[src/rtl/ws2812_pkg.sv]
// Shared definitions for the WS2812 colour pipeline: GRB layout, palette size and
// the fade sequencer state encoding.
package ws2812_pkg;

    localparam int COLOR_W   = 24;
    localparam int CHAN_W    = 8;
    localparam int NUM_CHAN  = 3;
    localparam int G_LSB     = 16;
    localparam int R_LSB     = 8;
    localparam int B_LSB     = 0;
    localparam int PAL_DEPTH = 4;
    localparam int PAL_AW    = 2;

    typedef logic [COLOR_W-1:0] grb_t;

    typedef enum logic [1:0] {
        ST_IDLE    = 2'd0,
        ST_FADE    = 2'd1,
        ST_HOLD    = 2'd2,
        ST_ADVANCE = 2'd3
    } seq_state_t;

    // Channel 0 is G, 1 is R, 2 is B, matching the on-wire GRB order.
    function automatic int chan_lsb(input int ch);
        case (ch)
            0:       return G_LSB;
            1:       return R_LSB;
            default: return B_LSB;
        endcase
    endfunction

endpackage

[src/rtl/channel_ramp.sv]
// One 8-bit colour channel: move one LSB toward the target, saturating at the target.
module channel_ramp
    import ws2812_pkg::*;
(
    input  logic [CHAN_W-1:0] cur,
    input  logic [CHAN_W-1:0] target,
    output logic [CHAN_W-1:0] step_val,
    output logic              reached
);

    always_comb begin
        step_val = cur;
        if (cur < target) begin
            step_val = cur + CHAN_W'(1);
        end else if (cur > target) begin
            step_val = cur - CHAN_W'(1);
        end
    end

    assign reached = (step_val == target);

endmodule

[src/rtl/color_fade_sequencer.sv]
// Cycles a colour through a 4-entry GRB palette: ramp toward each entry one LSB per step,
// hold there, then advance to the next entry, offering each new colour to the serializer.
module color_fade_sequencer
    import ws2812_pkg::*;
#(
    parameter int STEP_CYCLES = 500_000,
    parameter int HOLD_STEPS  = 100
) (
    input  logic               clk,
    input  logic               rst,
    input  logic               enable,
    input  logic               wr_en,
    input  logic [PAL_AW-1:0]  wr_addr,
    input  logic [COLOR_W-1:0] wr_data,
    output logic [COLOR_W-1:0] color_out,
    output logic               color_valid,
    input  logic               color_ready,
    output logic [PAL_AW-1:0]  pal_idx,
    output logic               at_target,
    output seq_state_t         dbg_state
);

    localparam int CW = (STEP_CYCLES > 1) ? $clog2(STEP_CYCLES) : 1;
    localparam int HW = (HOLD_STEPS > 1) ? $clog2(HOLD_STEPS) : 1;

    seq_state_t          state;
    seq_state_t          next_state;
    logic                in_fade;
    logic                in_hold;
    logic                in_advance;

    grb_t                palette [PAL_DEPTH];
    grb_t                target;
    grb_t                ramp_next;
    logic [NUM_CHAN-1:0] reached;

    logic [CW-1:0]       step_cnt;
    logic [HW-1:0]       hold_cnt;
    logic                term;
    logic                tick;
    logic                step_apply;
    logic                fade_done;
    logic                hold_done;

    assign target    = palette[pal_idx];
    assign at_target = (color_out == target);

    for (genvar ch = 0; ch < NUM_CHAN; ch++) begin : g_chan
        channel_ramp u_ramp (
            .cur      (color_out[chan_lsb(ch) +: CHAN_W]),
            .target   (target[chan_lsb(ch) +: CHAN_W]),
            .step_val (ramp_next[chan_lsb(ch) +: CHAN_W]),
            .reached  (reached[ch])
        );
    end

    // A tick is suppressed while a colour is still offered, so the step lands the cycle
    // after the serializer takes the previous one.
    assign term       = (step_cnt == CW'(STEP_CYCLES - 1));
    assign tick       = enable && (state != ST_IDLE) && term && !color_valid;
    assign step_apply = tick && in_fade;
    assign fade_done  = step_apply ? (&reached) : at_target;
    assign hold_done  = tick && (hold_cnt == HW'(HOLD_STEPS - 1));

    always_ff @(posedge clk or posedge rst) begin
        if (rst) begin
            state <= ST_IDLE;
        end else begin
            state <= next_state;
        end
    end

    always_comb begin
        next_state = state;
        if (!enable) begin
            next_state = ST_IDLE;
        end else begin
            case (state)
                ST_IDLE:    next_state = ST_FADE;
                ST_FADE:    if (fade_done) next_state = ST_HOLD;
                ST_HOLD: begin
                    if (!at_target) begin
                        next_state = ST_FADE;
                    end else if (hold_done) begin
                        next_state = ST_ADVANCE;
                    end
                end
                ST_ADVANCE: next_state = ST_FADE;
                default:    next_state = ST_IDLE;
            endcase
        end
    end

    always_comb begin
        dbg_state  = state;
        in_fade    = (state == ST_FADE);
        in_hold    = (state == ST_HOLD);
        in_advance = (state == ST_ADVANCE);
    end

    always_ff @(posedge clk or posedge rst) begin
        if (rst) begin
            step_cnt <= '0;
        end else if (state == ST_IDLE) begin
            step_cnt <= '0;
        end else if (term) begin
            if (!color_valid) begin
                step_cnt <= '0;
            end
        end else begin
            step_cnt <= step_cnt + CW'(1);
        end
    end

    always_ff @(posedge clk or posedge rst) begin
        if (rst) begin
            hold_cnt <= '0;
        end else if (!in_hold) begin
            hold_cnt <= '0;
        end else if (tick) begin
            hold_cnt <= hold_cnt + HW'(1);
        end
    end

    always_ff @(posedge clk or posedge rst) begin
        if (rst) begin
            for (int i = 0; i < PAL_DEPTH; i++) begin
                palette[i] <= '0;
            end
        end else if (wr_en) begin
            palette[wr_addr] <= wr_data;
        end
    end

    always_ff @(posedge clk or posedge rst) begin
        if (rst) begin
            pal_idx <= '0;
        end else if (in_advance && enable) begin
            pal_idx <= pal_idx + PAL_AW'(1);
        end
    end

    // Handshake: color_out/color_valid are a valid/ready source. color_valid rises with every
    // change of color_out, the colour is consumed on any cycle with color_valid && color_ready,
    // and while offered color_out holds and color_valid never drops without that acceptance.
    always_ff @(posedge clk or posedge rst) begin
        if (rst) begin
            color_out   <= '0;
            color_valid <= 1'b0;
        end else if (step_apply && (ramp_next != color_out)) begin
            color_out   <= ramp_next;
            color_valid <= 1'b1;
        end else if (color_valid && color_ready) begin
            color_valid <= 1'b0;
        end
    end

endmodule
[config.mk]
export PLATFORM = sky130hd
export DESIGN_NAME = color_fade_sequencer
export DESIGN_NICKNAME = d
export VERILOG_FILES = /design/src/rtl/ws2812_pkg.sv /design/src/rtl/channel_ramp.sv /design/src/rtl/color_fade_sequencer.sv
export SDC_FILE = /design/constraint.sdc
export NUM_CORES = 1
export LEC_CHECK = 0
export ABC_CLOCK_PERIOD_IN_PS = 10400
export CAP_MARGIN = 20
export CORE_ASPECT_RATIO = 1.1
export CORE_MARGIN = 2
export CORE_UTILIZATION = 64
export DETAILED_ROUTE_END_ITERATION = 8
export PLACE_DENSITY = 0.86
export REMOVE_ABC_BUFFERS = 1
export SLEW_MARGIN = 20
export SYNTH_ARGS = -nofsm -noshare
export SYNTH_HDL_FRONTEND = slang
export SYNTH_SLANG_ARGS = --single-unit
export TNS_END_PERCENT = 30
[constraint.sdc]
create_clock -name clk -period 10.4 [get_ports clk]
set_clock_uncertainty 0.1 [all_clocks]
set_input_delay 1.56 -clock clk [delete_from_list [all_inputs] [get_ports clk]]
set_output_delay 1.56 -clock clk [all_outputs]
set_load 0.01 [all_outputs]
; ---- Word-level counts from Yosys, hierarchy flattened
; Cells that the tools add are included.
[word_totals]
mem_bits_rw = 0
out_inout_bits = 30
latchBits = 0
memories = 0
register_bits = 151
mem_bits_ro = 0
[op_classes]
add_sub_neg = 9
n_div = 0
n_eq_ne = 14
magnitude_cmp = 9
reduce_logical = 16
shift = 0
mul = 0
bitwise = 2
n_mux = 25
[ops]
columns = operator, n
row1 = bitwise mux 96 bit, 1
row2 = 2-to-1 mux 24 bit, 3
row3 = 2-to-1 mux 19 bit, 3
row4 = binary-select mux 24 bit (select 2 bit), 1
row5 = demux 24 bit (select 2 bit), 1
row6 = 2-to-1 mux 8 bit, 6
row7 = adder 8 x 1 -> 8 bit (second input constant), 3
row8 = == test 24 bit, 1
row9 = == test 8 bit, 3
row10 = greater-than comparator 8 bit, 3
row11 = less-than comparator 8 bit, 3
row12 = inequality test 24 bit, 1
row13 = subtractor 8 x 1 -> 8 bit (second input constant), 3
row14 = adder 19 x 1 -> 19 bit (second input constant), 1
row15 = == test 19 bit (second input constant), 1
row16 = 2-to-1 mux 7 bit, 2
row17 = logical AND 1 bit, 9
row18 = 2-to-1 mux 2 bit, 4
row19 = adder 7 x 1 -> 7 bit (second input constant), 1
row20 = == test 7 bit (second input constant), 1
row21 = >= comparator 3 bit (second input constant), 2
row22 = inequality test 3 x 2 -> 1 bit (second input constant), 2
row23 = NOT 2 -> 3 bit, 2
row24 = one-hot mux 2 bit (3 select lines), 1
row25 = 13 further kinds, 17

; ---- Longest topological paths before layout
; Gate-level depths: netlist of the first run.
[logic_depth]
ltp_word = 13
ltp_mapped = 17
ltp_nobuf = 14

; ---- By module
; A second synthesis of the first run with hierarchy kept.
[hier_totals]
cells_unflattened = 871
area_unflattened_um2 = 9898.2
[modules_own_cells]
columns = module, cells_per_inst, seq_area_each_um2, area_per_inst_um2, instances
row1 = color_fade_sequencer, 520, 3778.6, 7327.0, 1
row2 = channel_ramp, 117, 0.0, 857.1, 3

; ---- Worst setup path after synthesis of the first run
; OpenSTA, ideal clock, no wires.
[synth_path]
path_type = reg2reg
from = reg pal_idx[0]
to = reg state[1] (netlist: dbg_state[1])
t_arrival_ps = 4063
setup_ps = 94
path_slack_ps = 6144
period_less_slack_ps = 4256
path_stages_with_launch = 16
cell_sequence = dfrtp_1 buf_6 buf_6 buf_4 mux4_2 inv_1 ha_1 a21o_1 o2111a_1 nor2_1 mux2i_1 o221ai_1 a211oi_1 nand4_1 or4_1 a211oi_1
[synth_via]
elab_chain_len = 12
[synth_lines]
columns = element, line_no
row1 = from (decl), color_fade_sequencer.sv:18  ; output logic [PAL_AW-1:0] pal_idx,
row2 = from (signal assigned), color_fade_sequencer.sv:139  ; pal_idx <= pal_idx + PAL_AW'(1);
row3 = NOT 2 -> 3 bit (not written as such) *, color_fade_sequencer.sv:45  ; assign target = palette[pal_idx];
row4 = binary-select mux 24 bit (select 2 bit) *, color_fade_sequencer.sv:45
row5 = 2-to-1 mux 24 bit (not written as such) * (2 in a row), color_fade_sequencer.sv:45
row6 = greater-than comparator 8 bit, channel_ramp.sv:15  ; end else if (cur > target) begin
row7 = 2-to-1 mux 8 bit, channel_ramp.sv:15
row8 = 2-to-1 mux 8 bit, channel_ramp.sv:13  ; if (cur < target) begin
row9 = == test 8 bit, channel_ramp.sv:20  ; assign reached = (step_val == target);
row10 = AND reduction 3 bit, color_fade_sequencer.sv:62  ; assign fade_done = step_apply ? (&reached) : at_target;
row11 = 2-to-1 mux 1 bit, color_fade_sequencer.sv:62
row12 = inequality test 3 x 2 -> 1 bit (no source line), --
row13 = AND reduction 2 bit (no source line), --
row14 = to (signal assigned), color_fade_sequencer.sv:69  ; state <= next_state;
row15 = to (decl), color_fade_sequencer.sv:26  ; seq_state_t state;
; Every way passes the cells marked *; elsewhere a longest branch is shown, timed or not. The select of a mux whose other input is x is not followed.
; A chain may end at the register's enable or synchronous reset.

; ---- Worst setup path in the final report of the first run
[layout_path]
from = reg pal_idx[0]
to = out at_target
[layout_via]
elab_chain_len = 5
[layout_lines]
columns = element, line_no
row1 = NOT 2 -> 3 bit (not written as such), color_fade_sequencer.sv:45
row2 = binary-select mux 24 bit (select 2 bit), color_fade_sequencer.sv:45
row3 = 2-to-1 mux 24 bit (not written as such) (2 in a row), color_fade_sequencer.sv:45
row4 = == test 24 bit, color_fade_sequencer.sv:46  ; assign at_target = (color_out == target);
row5 = to (decl), color_fade_sequencer.sv:19  ; output logic at_target,
; Every way passes these cells. The select of a mux whose other input is x is not followed.

==> metrics.cfg, run 1 <==
[final_layout]
postLayoutCoreUtil = 0.754
final_common_cell = dfrtp_1
area_delta_synth_final_pct = 15.8
antenna_cells = 0
drive_above_1_share = 0.189
fin_nets = 931
final_cell_mix = dfrtp_1, mux2_2, clkdlybuf4s50_1
design_area_um2 = 10300

[routing]
num_vias = 6641
routedLengthMet1_mm = 8.77
met2WireLength_mm = 10.5
vias_per_cell = 6.28
highest_layer = met4
drc = 0
drt_iter0_drc = 407
wl_mm = 20.8
postRouteAntennaNets = 0
dr_wl_met3_um = 938
firstDrtPassIters = 5
wl_per_cell_um = 19.7

[cts]
cts.sink_count = 151
ctsResizeCount = 0
cts_tree = yes
ctsHoldBuffers = 0
numCtsBuffers = 17
path_clk_slew_ps = 60
cts_max_path_buffers = 2
post_cts_buffers = 0
cts_root_buffer = clkbuf_16
insertion_delay_ps = 420
htreeDepth = 4

[place]
place_congestion = 0.982
place_area_um2 = 9650
place_ws_ps = 5440
io_buffers = 60
hpwlAfterDp_mm = 14.6

[sta]
rsz0062_at_grt = false
fmax_mhz = 185
hold_ws_ps = 400
setup_viol = 0
tightest_slew_ps = 925
drv_slew = 0
fin_crit_ps = 5400
min_period_over_period = 0.519
hold_viol_final = 0
finalSetupTns_ps = 0
slew_headroom = 0.384
finalWorstSetupSlack_ps = 5000

[setup_path]
required_ps = 8740
crit_arrival_ps = 3740
startpoint_type = flip-flop
end_kind = primary output
path_max_fanout = 29
rrSetupSlack_ps = 5390
path_class = flip-flop to primary output

[power_and_ir_drop]
p_per_area_nw_per_um2 = 211
peakVddDrop_uv = 123
p_leak_nw = 4.39

[global_route]
first_global_vias = 7053
grt_max_degree = 83
grt_pass1_wl_mm = 35.1
grt_usage = 0.304
grt_overflow_total = 0
antenna_found_initial = 0

[synth]
synth_top_cell_by_area = dfrtp_1
ys_async_sr_fraction = 1.00
synth_cells = 805
synth_cell_types = 67
ys_seq_area_frac = 0.424
synth_edf_count = 0
ys_warn_count = 0
syn_area_um2 = 8910
ys_ff_latch = 151
synth_ff_type = dfrtp_1
synth_top_area_share = 0.424
syn-mean-instance-area_um2 = 11.1
synthTopCellsByArea = dfrtp_1, mux2_2, ha_1

[min_path]
min_path_type = flip-flop to flip-flop

[floorplan]
core_area_um2 = 13700
die_y_um = 128
row_count = 45
die-width_um = 116
io_pins = 61
initial_utilization = 0.651
fp.dieArea_um2 = 14900

[outcome]
status = completed

[job]
drv_cap = 0

[worst max-delay path, cell delays in order, from the launching register on]
cell,delay [ps]
dfrtp_2,970
mux4_1,700
ha_1,360
and3_1,190
nand2_1,70
nor3_1,190
and4_1,270
clkdlybuf4s50_1,550
[metrics by stage]
stage	power (mW)	instances
final	2.18	1058
after CTS	2.18	1058
after floorplan	1.27	773
after detailed placement	1.48	1027
after global routing	2.29	1058
after global placement	1.45	1027
[path summary, 6_finish.rpt]
path / startpoint / to / cells after the start
worst max-delay path: pal_idx[0]$_DFFE_PP0P_ / at_target / 7
worst min-delay path: palette[24]$_DFFE_PP0P_ / palette[24]$_DFFE_PP0P_ / 1
worst max register to register: pal_idx[0]$_DFFE_PP0P_ / dbg_state[1]$_DFFE_PP0P_ / 12
worst min register to register: palette[24]$_DFFE_PP0P_ / palette[24]$_DFFE_PP0P_ / 1
max in group asynchronous: rst / pal_idx[0]$_DFFE_PP0P_ / 3
min in group asynchronous: rst / palette[34]$_DFFE_PP0P_ / 2
[cells by family (layout without fill, tap and decap cells)]
| group | Yosys count | after routing | synth area share |
|---|---|---|---|
| and+or+nand+nor | 230 | 230 | 0.135 |
| AOI/OAI and AO/OA | 106 | 106 | 0.0798 |
| xor gates and xnor gates | 80 | 80 | 0.0795 |
| adders and majority gates | 42 | 42 | 0.0590 |
| muxes | 127 | 127 | 0.190 |
| buffers and inverters | 69 | 134 | 0.0323 |
| DFF | 151 | 151 | 0.424 |
[state kept, by name, indices dropped and copies added, names as in the netlist]
| signal | cells |
|---|---|
| palette | 96 |
| color_out | 24 |
| step_cnt | 19 |
| hold_cnt | 7 |
| dbg_state | 2 |
| pal_idx | 2 |
| color_valid | 1 |
[cell type report]
cell class | instances | area [µm²]
multi-input combinational | 585 | 4850
tap | 188 | 235
sequential | 151 | 3780
timing repair buffer | 66 | 649
inverter | 37 | 144
clock buffer | 21 | 470
fill | 962 | 3360
clock inverter | 10 | 191
[layer usage]
layer  vias up  GRT usage
li1       3030          -
met1      3325      0.391
met2       226      0.502
met3        60     0.0539
met4         0      0.138
met5         -          0
[report_power, final]
group	total [mW]	internal, mW	switching (mW)
combinational	0.738	0.351	0.387
clock	0.688	0.446	0.243
sequential	0.749	0.670	0.0783
total	2.18	1.47	0.708
[cell usage after synthesis (3+ instances only)]
master	count
nand2_1	54
nor3_1	16
clkbuf_1	22
mux4_2	16
mux2i_1	7
or3_1	7
nor4_1	3
mux2_2	98
a211oi_1	6
o31ai_1	3
nand3_1	22
buf_2	5
a21o_1	4
nor4bb_1	3
o211ai_1	6
dfrtp_1	151
ha_1	42
and4_1	7
inv_1	37
mux4_1	6
nand4_1	20
xnor2_1	52
or2_2	3
nor2b_1	6
and2_1	9
nand2b_1	3
o22ai_1	5
o221ai_1	3
nor2_1	51
nand3b_1	3
xor2_1	27
a21oi_1	23
and3_1	13
o21ai_0	22
a31oi_1	9
Note: power is estimated with default switching activity, not from simulation.
==> run 2, diff against run 1 <==
- ABC_CLOCK_PERIOD_IN_PS: 10400 -> 5100
- CORE_UTILIZATION: 64 -> 60
- PLACE_DENSITY: 0.86 -> 0.81
- clock period: 10.4 -> 5.1 ns (I/O delays scaled with it)
==> metrics.cfg, run 2 (same netlist as run 1, synthesis figures left out) <==
[outcome]
status = completed

[cts]
cts.sink_count = 151  ; unchanged
cts_tree = yes
insertion_delay_ps = 440  ; +20 ps
cts_max_path_buffers = 2  ; unchanged
htreeDepth = 4  ; unchanged
ctsHoldBuffers = 0  ; unchanged
cts_root_buffer = clkbuf_16
path_clk_slew_ps = 60  ; about the same
numCtsBuffers = 17  ; unchanged

[routing]
routedLengthMet1_mm = 9.21  ; +5.1%
highest_layer = met4
postRouteAntennaNets = 0  ; unchanged
vias_per_cell = 6.13  ; -2.4%
num_vias = 6569  ; -1.1%
wl_mm = 21.4  ; +2.8%
dr_wl_met3_um = 932  ; -0.64%
drt_iter0_drc = 423  ; +3.9%
met2WireLength_mm = 10.7  ; +1.9%
drc = 0  ; unchanged
wl_per_cell_um = 20.0  ; +1.4%
firstDrtPassIters = 5  ; unchanged

[final_layout]
largest_reg_flops = 96  ; unchanged
final_cell_mix = dfrtp_1, mux2_2, clkdlybuf4s50_1
design_area_um2 = 10300  ; +0.16%
area_delta_synth_final_pct = 16.0
fin_nets = 940  ; +0.97%
regMostFlops = palette
final_common_cell = dfrtp_1
antenna_cells = 0  ; unchanged
biggestRegsByFlops = palette (96), color_out (24), step_cnt (19)
drive_above_1_share = 0.197  ; +0.00809

[sta]
fmax_mhz = 209
rsz0062_at_grt = false
min_period_over_period = 0.937
hold_viol_final = 0  ; unchanged
setup_viol = 0  ; unchanged
finalSetupTns_ps = 0  ; unchanged
fin_crit_ps = 4780
tightest_slew_ps = 801  ; -124 ps
slew_headroom = 0.466  ; +0.0824
drv_slew = 0  ; unchanged

[floorplan]
io_pins = 61  ; unchanged
fp.dieArea_um2 = 15800  ; +6.4%
die_y_um = 132  ; +3.2%
core_area_um2 = 14400  ; +5.6%
die-width_um = 120  ; +3.2%
initial_utilization = 0.617  ; -0.0345
row_count = 46  ; +2.2%

[setup_path]
crit_arrival_ps = 5020  ; +1280 ps
startpoint_type = flip-flop
setup.worst_path.start = pal_idx[0]$_DFFE_PP0P_
path_class = flip-flop to flip-flop
ff2ff_path_depth = 13  ; +1
rrSetupSlack_ps = 320  ; -5070 ps
worstSetupEndpoint = dbg_state[1]$_DFFE_PP0P_
worstReg2RegEnd = dbg_state[1]$_DFFE_PP0P_
required_ps = 5340  ; -3400 ps
r2r_start = pal_idx[0]$_DFFE_PP0P_
path_max_fanout = 14  ; -52%
end_kind = flip-flop

[global_route]
grt_pass1_wl_mm = 35.4  ; +0.94%
antenna_found_initial = 0  ; unchanged
grt_max_degree = 88  ; +6.0%
first_global_vias = 6840  ; -3.0%
grt_overflow_total = 0  ; unchanged
grt_usage = 0.286  ; -0.0183

[place]
place_congestion = 0.942  ; -4.1%
hpwlAfterDp_mm = 15.3  ; +5.2%
io_buffers = 60  ; unchanged
place_area_um2 = 9740  ; +0.87%

[min_path]
min_path_type = flip-flop to flip-flop
min_from = palette[42]$_DFFE_PP0P_
whs_path_depth = 1  ; unchanged

[power_and_ir_drop]
p_leak_nw = 4.41  ; +0.54%
peakVddDrop_uv = 267  ; +120%
p_per_area_nw_per_um2 = 420  ; +99%

[job]
drv_cap = 0  ; unchanged

run 2: cell count changes in the layout (fill, tap and decap cells not counted), sizes merged:
cell,previous run,this run
buf,6,15
bufinv,5,2
clkbuf,21,20
clkinv,1,6
clkinvlp,2,1
inv,39,40
run 2: where the power goes:
| part | leakage (nW) | switching, mW | internal, mW |
|---|---|---|---|
| Sequential | 1.87 | 0.126 | 1.37 |
| Clock | 0.292 | 0.512 | 0.753 |
| Combinational | 2.25 | 0.837 | 0.747 |
run 2: worst min-delay path by stage:
stage	slack [ps]	endpoint
2_1_floorplan	370	palette[53]$_DFFE_PP0P_
3_3_place_gp	380	palette[70]$_DFFE_PP0P_
3_5_place_dp	380	palette[56]$_DFFE_PP0P_
4_1_cts	400	palette[56]$_DFFE_PP0P_
5_1_grt	420	palette[60]$_DFFE_PP0P_
6_report	400	palette[42]$_DFFE_PP0P_
run 2: final cells by class:
type,count,area (µm²)
inverter,37,144
sequential,151,3780
multi-input combinational,585,4850
fill,1032,4110
timing repair buffer,75,726
tap,192,240
clock inverter,12,143
clock buffer,20,457
run 2: what timing repair did:
| item | in CTS | in global routing |
|---|---|---|
| gates resized for setup | 0 | 1 |
| endpoints found under the setup margin | 0 | 1 |
| buffers inserted | 0 | 0 |
| endpoints found under the hold margin | 0 | 0 |
run 2: per-layer routing:
layer | vias to the layer above | track usage
met4 | 0 | 0.116
met5 | - | 0
met2 | 209 | 0.472
li1 | 3050 | -
met3 | 39 | 0.0467
met1 | 3271 | 0.376
run 2: metrics by stage:
step	worst slack, ps	instances	power (mW)	hold WS, ps	util
4_1_cts	106	1072	4.36	398	0.715
2_1_floorplan	170	773	2.60	371	-
3_3_place_gp	255	1040	3.03	380	0.674
6_report	323	1072	4.34	398	0.715
3_5_place_dp	164	1040	3.07	385	0.674
5_1_grt	114	1072	4.58	416	0.715
run 2: worst max-delay path: stages, from the launching register on:
cell and delay, ps:
dfrtp_2 630, buf_12 220, mux4_1 660, ha_1 350
nand4_1 190, nor3_1 430, o31ai_1 160, xnor2_1 310
o2111ai_2 200, nor3b_2 200, nor4b_2 240, nand4_1 210
or4_1 550, a211oi_1 210
